===== src/rtl/sdram_port_arbiter.sv =====
// CPU/DMA arbiter onto a single-port SDRAM request bus, one access per sync-aligned slot.
// Optional build macro STARVE_GUARD_EN: force a pending DMA grant after MAX_WAIT straight CPU grants.
module sdram_port_arbiter #(
  parameter int SLOT_LEN   = 8,
  parameter int RD_LATENCY = 6,
  parameter int MAX_WAIT   = 4
) (
  input  logic        clk_sys,
  input  logic        RESET_N,
  input  logic        sync,
  input  logic        cpu_req,
  input  logic        cpu_we,
  input  logic [24:0] cpu_addr,
  input  logic [15:0] cpu_din,
  input  logic [1:0]  cpu_ds,
  output logic        cpu_ack,
  output logic [15:0] cpu_dout,
  input  logic        dma_req,
  input  logic        dma_we,
  input  logic [24:0] dma_addr,
  input  logic [15:0] dma_din,
  input  logic [1:0]  dma_ds,
  output logic        dma_ack,
  output logic [15:0] dma_dout,
  output logic [24:0] sdram_addr,
  output logic [15:0] sdram_din,
  output logic [1:0]  sdram_ds,
  output logic        sdram_we,
  output logic        sdram_oe,
  input  logic [15:0] sdram_out
);
  localparam int            CW       = (SLOT_LEN > 1) ? $clog2(SLOT_LEN) : 1;
  localparam logic [CW-1:0] CNT_LAST = CW'(SLOT_LEN - 1);
  localparam logic [CW-1:0] CNT_RD   = CW'(RD_LATENCY);

  localparam logic [1:0] IDLE = 2'd0;
  localparam logic [1:0] ARM  = 2'd1;
  localparam logic [1:0] BUSY = 2'd2;
  localparam logic [1:0] DONE = 2'd3;

  if (RD_LATENCY >= SLOT_LEN || MAX_WAIT < 1 || MAX_WAIT > 7) begin : g_bad_params
    $error("sdram_port_arbiter: RD_LATENCY must be < SLOT_LEN and MAX_WAIT in 1..7");
  end

  logic [1:0]    state;
  logic [CW-1:0] slot_cnt;
  logic          rst_meta;
  logic          rst_sync;
  logic          grant_dma;
  logic          req_we;
  logic [24:0]   req_addr;
  logic [15:0]   req_din;
  logic [1:0]    req_ds;
  logic          arbitrate;
  logic          force_dma;
  logic          pick_dma;

  assign arbitrate = (state == IDLE) && rst_sync && (cpu_req || dma_req);
  assign pick_dma  = force_dma || !cpu_req;

  // The request registers only change in IDLE, so the bus is stable for the whole slot.
  assign sdram_addr = req_addr;
  assign sdram_din  = req_din;
  assign sdram_ds   = req_ds;

  // Reset asserts asynchronously but releases through two flops before arbitration resumes.
  always_ff @(posedge clk_sys or negedge RESET_N) begin
    if (!RESET_N) begin
      rst_meta <= 1'b0;
      rst_sync <= 1'b0;
    end else begin
      // NOTE: sequential state always uses non-blocking assignment so every flop samples pre-edge values.
      rst_meta <= 1'b1;
      rst_sync <= rst_meta;
    end
  end

`ifdef STARVE_GUARD_EN
  logic [2:0] wait_cnt;

  assign force_dma = dma_req && (wait_cnt == 3'(MAX_WAIT));

  always_ff @(posedge clk_sys or negedge RESET_N) begin
    if (!RESET_N) begin
      wait_cnt <= 3'd0;
    end else if (arbitrate) begin
      if (pick_dma || !dma_req) begin
        wait_cnt <= 3'd0;
      end else if (wait_cnt != 3'd7) begin
        wait_cnt <= wait_cnt + 3'd1;
      end
    end
  end
`else
  assign force_dma = 1'b0;
`endif

  always_ff @(posedge clk_sys or negedge RESET_N) begin
    if (!RESET_N) begin
      state     <= IDLE;
      slot_cnt  <= '0;
      grant_dma <= 1'b0;
      req_we    <= 1'b0;
      req_addr  <= '0;
      req_din   <= '0;
      req_ds    <= '0;
      sdram_we  <= 1'b0;
      sdram_oe  <= 1'b0;
      cpu_ack   <= 1'b0;
      dma_ack   <= 1'b0;
      cpu_dout  <= '0;
      dma_dout  <= '0;
    end else begin
      cpu_ack <= 1'b0;
      dma_ack <= 1'b0;
      case (state)
        IDLE: begin
          if (arbitrate) begin
            grant_dma <= pick_dma;
            req_we    <= pick_dma ? dma_we   : cpu_we;
            req_addr  <= pick_dma ? dma_addr : cpu_addr;
            req_din   <= pick_dma ? dma_din  : cpu_din;
            req_ds    <= pick_dma ? dma_ds   : cpu_ds;
            state     <= ARM;
          end
        end
        ARM: begin
          if (sync) begin
            sdram_we <= req_we;
            sdram_oe <= !req_we;
            slot_cnt <= '0;
            state    <= BUSY;
          end
        end
        BUSY: begin
          if (slot_cnt == CNT_RD && !req_we) begin
            if (grant_dma) dma_dout <= sdram_out;
            else           cpu_dout <= sdram_out;
          end
          if (slot_cnt == CNT_LAST) begin
            sdram_we <= 1'b0;
            sdram_oe <= 1'b0;
            cpu_ack  <= !grant_dma;
            dma_ack  <= grant_dma;
            state    <= DONE;
          end else begin
            slot_cnt <= slot_cnt + CW'(1);
          end
        end
        DONE:    state <= IDLE;
        default: state <= IDLE;
      endcase
    end
  end

endmodule


===== config.mk =====
export PLATFORM = sky130hd
export DESIGN_NAME = sdram_port_arbiter
export DESIGN_NICKNAME = d
export VERILOG_FILES = /design/src/rtl/sdram_port_arbiter.sv
export SDC_FILE = /design/constraint.sdc
export NUM_CORES = 1
export LEC_CHECK = 0
export ABC_AREA = 1
export CAP_MARGIN = 20
export CORE_MARGIN = 3
export CORE_UTILIZATION = 63
export CTS_CLUSTER_DIAMETER = 40
export DETAILED_ROUTE_END_ITERATION = 8
export DONT_BUFFER_PORTS = 1
export PLACE_DENSITY_LB_ADDON = 0.2
export SYNTH_ARGS = -nofsm -noshare
export SYNTH_HDL_FRONTEND = slang
export SYNTH_SLANG_ARGS = --single-unit

===== constraint.sdc =====
create_clock -name clk_sys -period 1.8 [get_ports clk_sys]
set_input_delay 0 -clock clk_sys [delete_from_list [all_inputs] [get_ports clk_sys]]
set_output_delay 0 -clock clk_sys [all_outputs]
set_load 0.03 [all_outputs]

======== Yosys cells after proc, flatten, opt, wreduce, memory -nomap -nowiden ========
Index checks and enable logic that the tools add are counted.
storage, ports and cells
  bits in registers ....................... 88
  bits of input ports ..................... 109
  output and inout port bits .............. 79
  word-level logic and storage cells ...... 61
operators by class
  add/sub/neg operators ................... 1
  equal/unequal tests ..................... 9
  mux-type cells .......................... 20
  bitwise gates (word level) .............. 1
  reduce and logical (&&, ||, !) cells .... 15
operator list
  kind                   number
  $mux W25               1
  $mux W16               1
  $reduce_and A3 Y1      5
  $mux W1                8
  $mux W2                4
  $ne A2 B2 Y1 const B   4
  $pmux W2 S4            1
  $eq A3 B3 Y1 const B   2
  $mux W3                2
  $pmux W3 S2            1
  $eq A2 B2 Y1 const B   2
  $pmux W1 S2            2
  $add A3 B1 Y3 const B  1
  $logic_and A1 B1 Y1    3
  $logic_not A1 Y1       3
  $eq A2 B1 Y1 const B   1
  $logic_not A2 Y1       1
  $reduce_and A2 Y1      1
  $reduce_bool A2 Y1     1
  $logic_or A1 B1 Y1     1
  $not A1 Y1             1

======== Depth between registers and ports, before layout ========
Gate-level depths: netlist of run 1.
  depth in word-level cells ............... 5
  mapped depth ............................ 10

======== Least setup slack after synthesis of run 1 ========
No wires, ideal clock.
  path kind ............................... reg-to-reg
  from .................................... reg state[0]
  to ...................................... reg cpu_dout[0]
  setup time .............................. 0.118 ns
  data arrival time ....................... 1.298 ns
  required time ........................... 1.682 ns
  setup slack ............................. 0.384 ns
  stages on the path, launching flop included .. 9
  buffers on the path ..................... 1
  period minus slack after synthesis ...... 1.416 ns
  cell sequence ........................... dfrtp_1 inv_1 ha_1 inv_2 nor2_4 nand2_2 buf_2 nand2_1 nand2_1
on the way
  longest elaborated chain between the ends .. 2
RTL lines
  item                                RTL line  RTL
  from (decl)                         45        logic [1:0] state;
  from (signal assigned)              100       state <= IDLE;
  from (signal assigned)              124       state <= ARM;
  from (signal assigned)              132       state <= BUSY;
  $eq A2 B2 Y1                        116       case (state)
  $reduce_and A3 Y1 (no source line)  n/a
  to (signal assigned)                138       else cpu_dout <= sdram_out;
  to (decl)                           17        output logic [15:0] cpu_dout,
Every way passes these cells.
A chain may end at the register's enable or synchronous reset.

======== Worst setup path after layout of run 1 ========
  from .................................... reg state[0]
  to ...................................... reg req_din[15] (netlist: sdram_din[15])
on the way
  longest elaborated chain between the ends .. 4
RTL lines
  item                                    RTL line  RTL
  $logic_not A2 Y1 (*)                    58, 116
  $logic_and A1 B1 Y1 (2 in series)       58        assign arbitrate = (state == IDLE) && rst_sync && (cpu_req || dma_req);
  $reduce_and A2 Y1 (no source line) (*)  n/a
  to (signal assigned)                    122       req_din <= pick_dma ? dma_din : cpu_din;
  to (decl)                               52        logic [15:0] req_din;
Every way passes the cells marked *; elsewhere a longest branch is shown, timed or not.

==> metrics.yaml, run 1 <==
status: "finished, violations left"
violations: "hold timing"
ys_seq_elements: 88
synth_area_um2: 4080
crit_path_max_incr_delay_ns: 0.41
place_hpwl_mm: 6.57
clkPwrFrac: 0.171
cp.depth: 9
rsz0062_at_grt: "no"
switching_share: 0.489
r2r-start: "state[0]"
timing.hold.ws_ns: -0.672
postCtsSetupRepairBufs: 0
grt_pass1_vias: 4273
fp-row-count: 28
grt_util_all_layers: 0.359
num_vias: 4101
pwr-share-comb: 0.234
cts_buffers: 9
leakagePower_nw: 2.86
dieArea_um2: 7480
drt-vias-per-instance: 5.74
layout_setup_ws_ns: 0.205
synth_cells: 535
clkSinkCount: 88
ff2ff_path_depth: 9
yosysWarnings: 0
post-place-ws_ns: 0.303
hold_path.class: "input port to asynchronous set/reset pin"
path_clk_slew_ns: 0.10
die-height_um: 86.5
postCtsHoldBufs: 107
syn_nets: 650
maxSlewViolCount: 0
cts_max_level: 3
crit_fanout: 33
post-route-period-util: 0.886
required_ns: 2.09
period_needed_ns: 1.59
cp_slowest_cell: "dfrtp_1"
place_congestion: 0.844
syn_area_per_cell_um2: 7.63
io_buffers: 0
critPathKind: "register to register"
skew_ns: 0.0106
num_io_pins: 188
grt_pass1_wl_mm: 20.8
drc: 0
clock-root-buffer: "clkbuf_8"
max_cap_violations: 0
yosysSeqAreaShare: 0.539
cp-end-kind: "register"
critPathLaunchType: "register"
grt_overflow: 0
die_width_um: 86.5
seq_power_share: 0.596
power.internal_w: 0.00389
insertion_delay_ns: 0.36
fmax_ghz: 0.627
wl_mm: 12.9
critPathTopFamily: "buffers and inverters"
reg2reg_setup_slack_ns: 0.21
syn_to_final_growth_pct: 31.4
synthDistinctLibCells: 24
grt_max_degree: 89
core_um2: 6100
p_switching_w: 0.00373
crit_path_cell_trace: "inv_1 -> ha_1 -> nand2_1 -> inv_1 -> nand2_1 -> inv_2 -> buf_12 -> nand2_1 -> nand2_1"
drt_iter0_drc: 256
startpoint: "state[0]"
first_pass_iters: 5
start_util: 0.670
path_buf_inv: 4
layout.nets: 750
fin_tns_setup_ns: 0
clockBufferDepth: 2
cts_tree: "built"
r2r_end: "sdram_din[15]"
finalPower_w: 0.00762
setup_viol_count_final: 0
hold_viol_final: 88
irDropWorstVdd_mv: 0.950
arrival_ns: 1.88
worst_path_most_repeated_cell: "nand2_1"
antenna_left: 0
powerDensity_nw_per_um2: 1420
antenna_found_initial: 0
ctsResizeCount: 0
diodes: 0
crit_end: "sdram_din[15]"
wl_per_cell_um: 18.1
drive_above_1_share: 0.0500
## per-layer routing
layer	track usage	vias up	part of all wire	wire length, µm
li1	-	1813	-	-
met5	0	-	0	0
met1	0.412	1891	0.35	4460
met3	0.0970	73	0.10	1340
met2	0.606	324	0.49	6380
met4	0.204	0	0.057	739
## power groups by stage
stage	Combinational (W)	Clock, W	Sequential, W
4_1_cts	0.00165	0.00131	0.00451
3_5_place_dp	0.00141	0	0.00454
5_1_grt	0.00201	0.00138	0.00459
2_1_floorplan	0.00119	0	0.00432
3_3_place_gp	0.00132	0	0.00452
6_report	0.00178	0.00130	0.00454
## logic make-up (layout without fill, tap and decap cells)
| kind of cell | after synthesis | in the layout | synth area share |
|---|---|---|---|
| AND/OR/NAND/NOR | 361 | 361 | 0.346 |
| flip-flops | 88 | 88 | 0.539 |
| adder cells (fa/ha/maj) | 6 | 6 | 0.0184 |
| buffers and inverters | 56 | 161 | 0.0662 |
| AO/OA/AOI/OAI | 23 | 23 | 0.0288 |
| other | 1 | 1 | 0.000919 |
## state kept, by name, indices dropped and copies added (netlist names)
| register | flops |
|---|---|
| sdram_ds | 2 |
| sdram_addr | 25 |
| cpu_dout | 16 |
| dma_dout | 16 |
| req_we | 1 |
| dma_ack | 1 |
| sdram_we | 1 |
| sdram_oe | 1 |
| grant_dma | 1 |
| slot_cnt | 3 |
| cpu_ack | 1 |
| state | 2 |
| rst_meta | 1 |
| sdram_din | 16 |
| rst_sync | 1 |
## cell usage in the layout, fill, tap and decap left out, drive strengths merged, types with 3 or more instances in the layout
master	instances
nand2	334
nand3	18
nor2	4
ha	6
o21ai	21
clkinvlp	3
clkbuf	9
inv	36
dlygate4sd3	106
dfrtp	88
buf	7
## cell usage after synthesis, drive strengths merged
cell | instances | area (µm²)
a21oi | 1 | 5.00
buf | 18 | 125
clkbuf | 6 | 22.5
conb | 1 | 3.75
dfrtp | 88 | 2200
ha | 6 | 75.1
inv | 32 | 123
nand2 | 334 | 1260
nand3 | 18 | 90.1
nand4 | 2 | 12.5
nor2 | 4 | 25.0
nor3 | 2 | 21.3
o211ai | 1 | 7.51
o21ai | 21 | 105
or2 | 1 | 6.26
## area by class of cell
| cell class | instances | area [µm²] |
|---|---|---|
| clock inverter | 7 | 60.1 |
| sequential | 88 | 2200 |
| tap | 75 | 93.8 |
| multi-input combinational | 391 | 1610 |
| fill | 290 | 732 |
| inverter | 32 | 123 |
| timing repair buffer | 113 | 1150 |
| clock buffer | 9 | 124 |
## per-stage QoR
| step | cells | area, µm² | util |
|---|---|---|---|
| after floorplan | 535 | 4080 | - |
| after global placement | 592 | 4100 | 0.672 |
| after detailed placement | 592 | 4100 | 0.672 |
| after CTS | 715 | 5360 | 0.880 |
| after global routing | 715 | 5360 | 0.880 |
| final | 715 | 5360 | 0.880 |
## worst min-delay path by stage
stage | from | end | cells past startpoint
after floorplan | RESET_N | cpu_ack | 0
after global placement | RESET_N | slot_cnt[0] | 0
after detailed placement | RESET_N | slot_cnt[1] | 0
after CTS | RESET_N | dma_dout[8] | 0
after global routing | RESET_N | cpu_dout[1] | 0
final | RESET_N | dma_dout[8] | 0
Power figures use the tool's default switching activity.
==> run 2: changes to the inputs <==
Settings changed: ABC_AREA 1 to default, CORE_UTILIZATION 63 to 67.
Clock period 1.8 ns to 2 ns, I/O delays scaled along.
==> metrics.yaml, run 2 <==
start_util: 0.697
synthDistinctLibCells: 32
ys_seq_elements: 88
num_io_pins: 188
postCtsSetupRepairBufs: 0
synth_cells: 319
yosysWarnings: 0
stop_stage: "clock tree synthesis (4_1_cts)"
ctsResizeCount: 0
synth_most_common_cell: "dfrtp_1"
synthFlopType: "dfrtp_1"
synthArstFlopShare: 1.00
cts_buffers: 9
place_hpwl_mm: 5.63
ys_top_cells_by_count: "dfrtp_1 (88), o21ai_0 (47), mux2i_1 (46), nand2_1 (46), mux2_2 (23)"
syn_area_per_cell_um2: 12.2
yosysSeqAreaShare: 0.567
cts_max_level: 3
synth.largest_area_cell: "dfrtp_1"
syn_nets: 434
synth-edff-count: 0
die_width_um: 82.1
synthTopCellsByArea: "dfrtp_1 (57%), mux2i_1 (12%), mux2_2 (6.7%)"
clockBufferDepth: 2
postCtsHoldBufs: 101
synth_area_um2: 3880
netlist.area_leader.share: 0.567
io_buffers: 0
fp-row-count: 27
stop_error: "[ERROR RSZ-0060] Max buffer count reached."
status: "did not finish"
place_congestion: 0.727
clock-root-buffer: "clkbuf_8"
die-height_um: 82.1
clkSinkCount: 88
-- run 2: kinds of logic after synthesis --
kind of cell    share of synthesized area
compound gates                     0.0882
buf+inv                            0.0364
other cells                      0.000965
fa+ha+maj                          0.0193
mux                                 0.224
flops                               0.567
simple gates                       0.0644
-- run 2: per-stage QoR --
stage               setup WS [ns]  area (µm²)  std cells
floorplan                   0.251        3880        319
global placement            0.334        3920        377
detailed placement          0.291        3920        377
==> run 3: changes to the inputs <==
Settings changed: CORE_UTILIZATION 67 to 40, CTS_CLUSTER_DIAMETER 40 to default, PLACE_DENSITY_LB_ADDON 0.2 to 0.15.
==> metrics.yaml, run 3 <==
place_congestion: 0.710
clockBufferDepth: 2
stop_stage: "clock tree synthesis (4_1_cts)"
num_io_pins: 188
synthDistinctLibCells: 32
start_util: 0.416
clkSinkCount: 88
synth_cells: 319
synth_most_common_cell: "dfrtp_1"
yosysSeqAreaShare: 0.567
clock-root-buffer: "clkbuf_8"
synth-xor-area-share: 0
die-height_um: 105
die_width_um: 105
synth.largest_area_cell: "dfrtp_1"
synth-compound-area-share: 0.0882
synth-simple-area-share: 0.0644
syn_nets: 434
cts_max_level: 3
stop_error: "[ERROR RSZ-0060] Max buffer count reached."
ys_seq_elements: 88
netlist.area_leader.share: 0.567
postCtsHoldBufs: 101
fp-row-count: 35
synth.area.mux_share: 0.224
io_buffers: 0
status: "did not finish"
synthArstFlopShare: 1.00
postCtsSetupRepairBufs: 0
syn_area_per_cell_um2: 12.2
cts_buffers: 9
synth-edff-count: 0
place_hpwl_mm: 5.71
ys_top_cells_by_count: "dfrtp_1 (88), o21ai_0 (47), mux2i_1 (46), nand2_1 (46), mux2_2 (23)"
synth_top_family_by_area: "multiplexers"
synth-adder-area-share: 0.0193
synthFlopType: "dfrtp_1"
yosysWarnings: 0
ctsResizeCount: 0
synth_area_um2: 3880
synthTopCellsByArea: "dfrtp_1 (57%), mux2i_1 (12%), mux2_2 (6.7%)"
-- run 3: cell counts after synthesis --
No cell type changed its count.
-- run 3: cell families after synthesis --
family / after synthesis
muxes: 79
and+or+nand+nor: 58
buffers and inverters: 27
AOI/OAI and AO/OA: 60
other: 1
DFF: 88
adders and majority gates: 6
-- run 3: stage by stage --
| stage | area, µm² | setup WS [ns] | std cells | hold WS (ns) | utilization |
|---|---|---|---|---|---|
| 2_1_floorplan | 3880 | 0.251 | 319 | -0.296 | - |
| 3_3_place_gp | 3990 | 0.340 | 434 | -0.293 | 0.428 |
| 3_5_place_dp | 3990 | 0.255 | 434 | -0.293 | 0.428 |
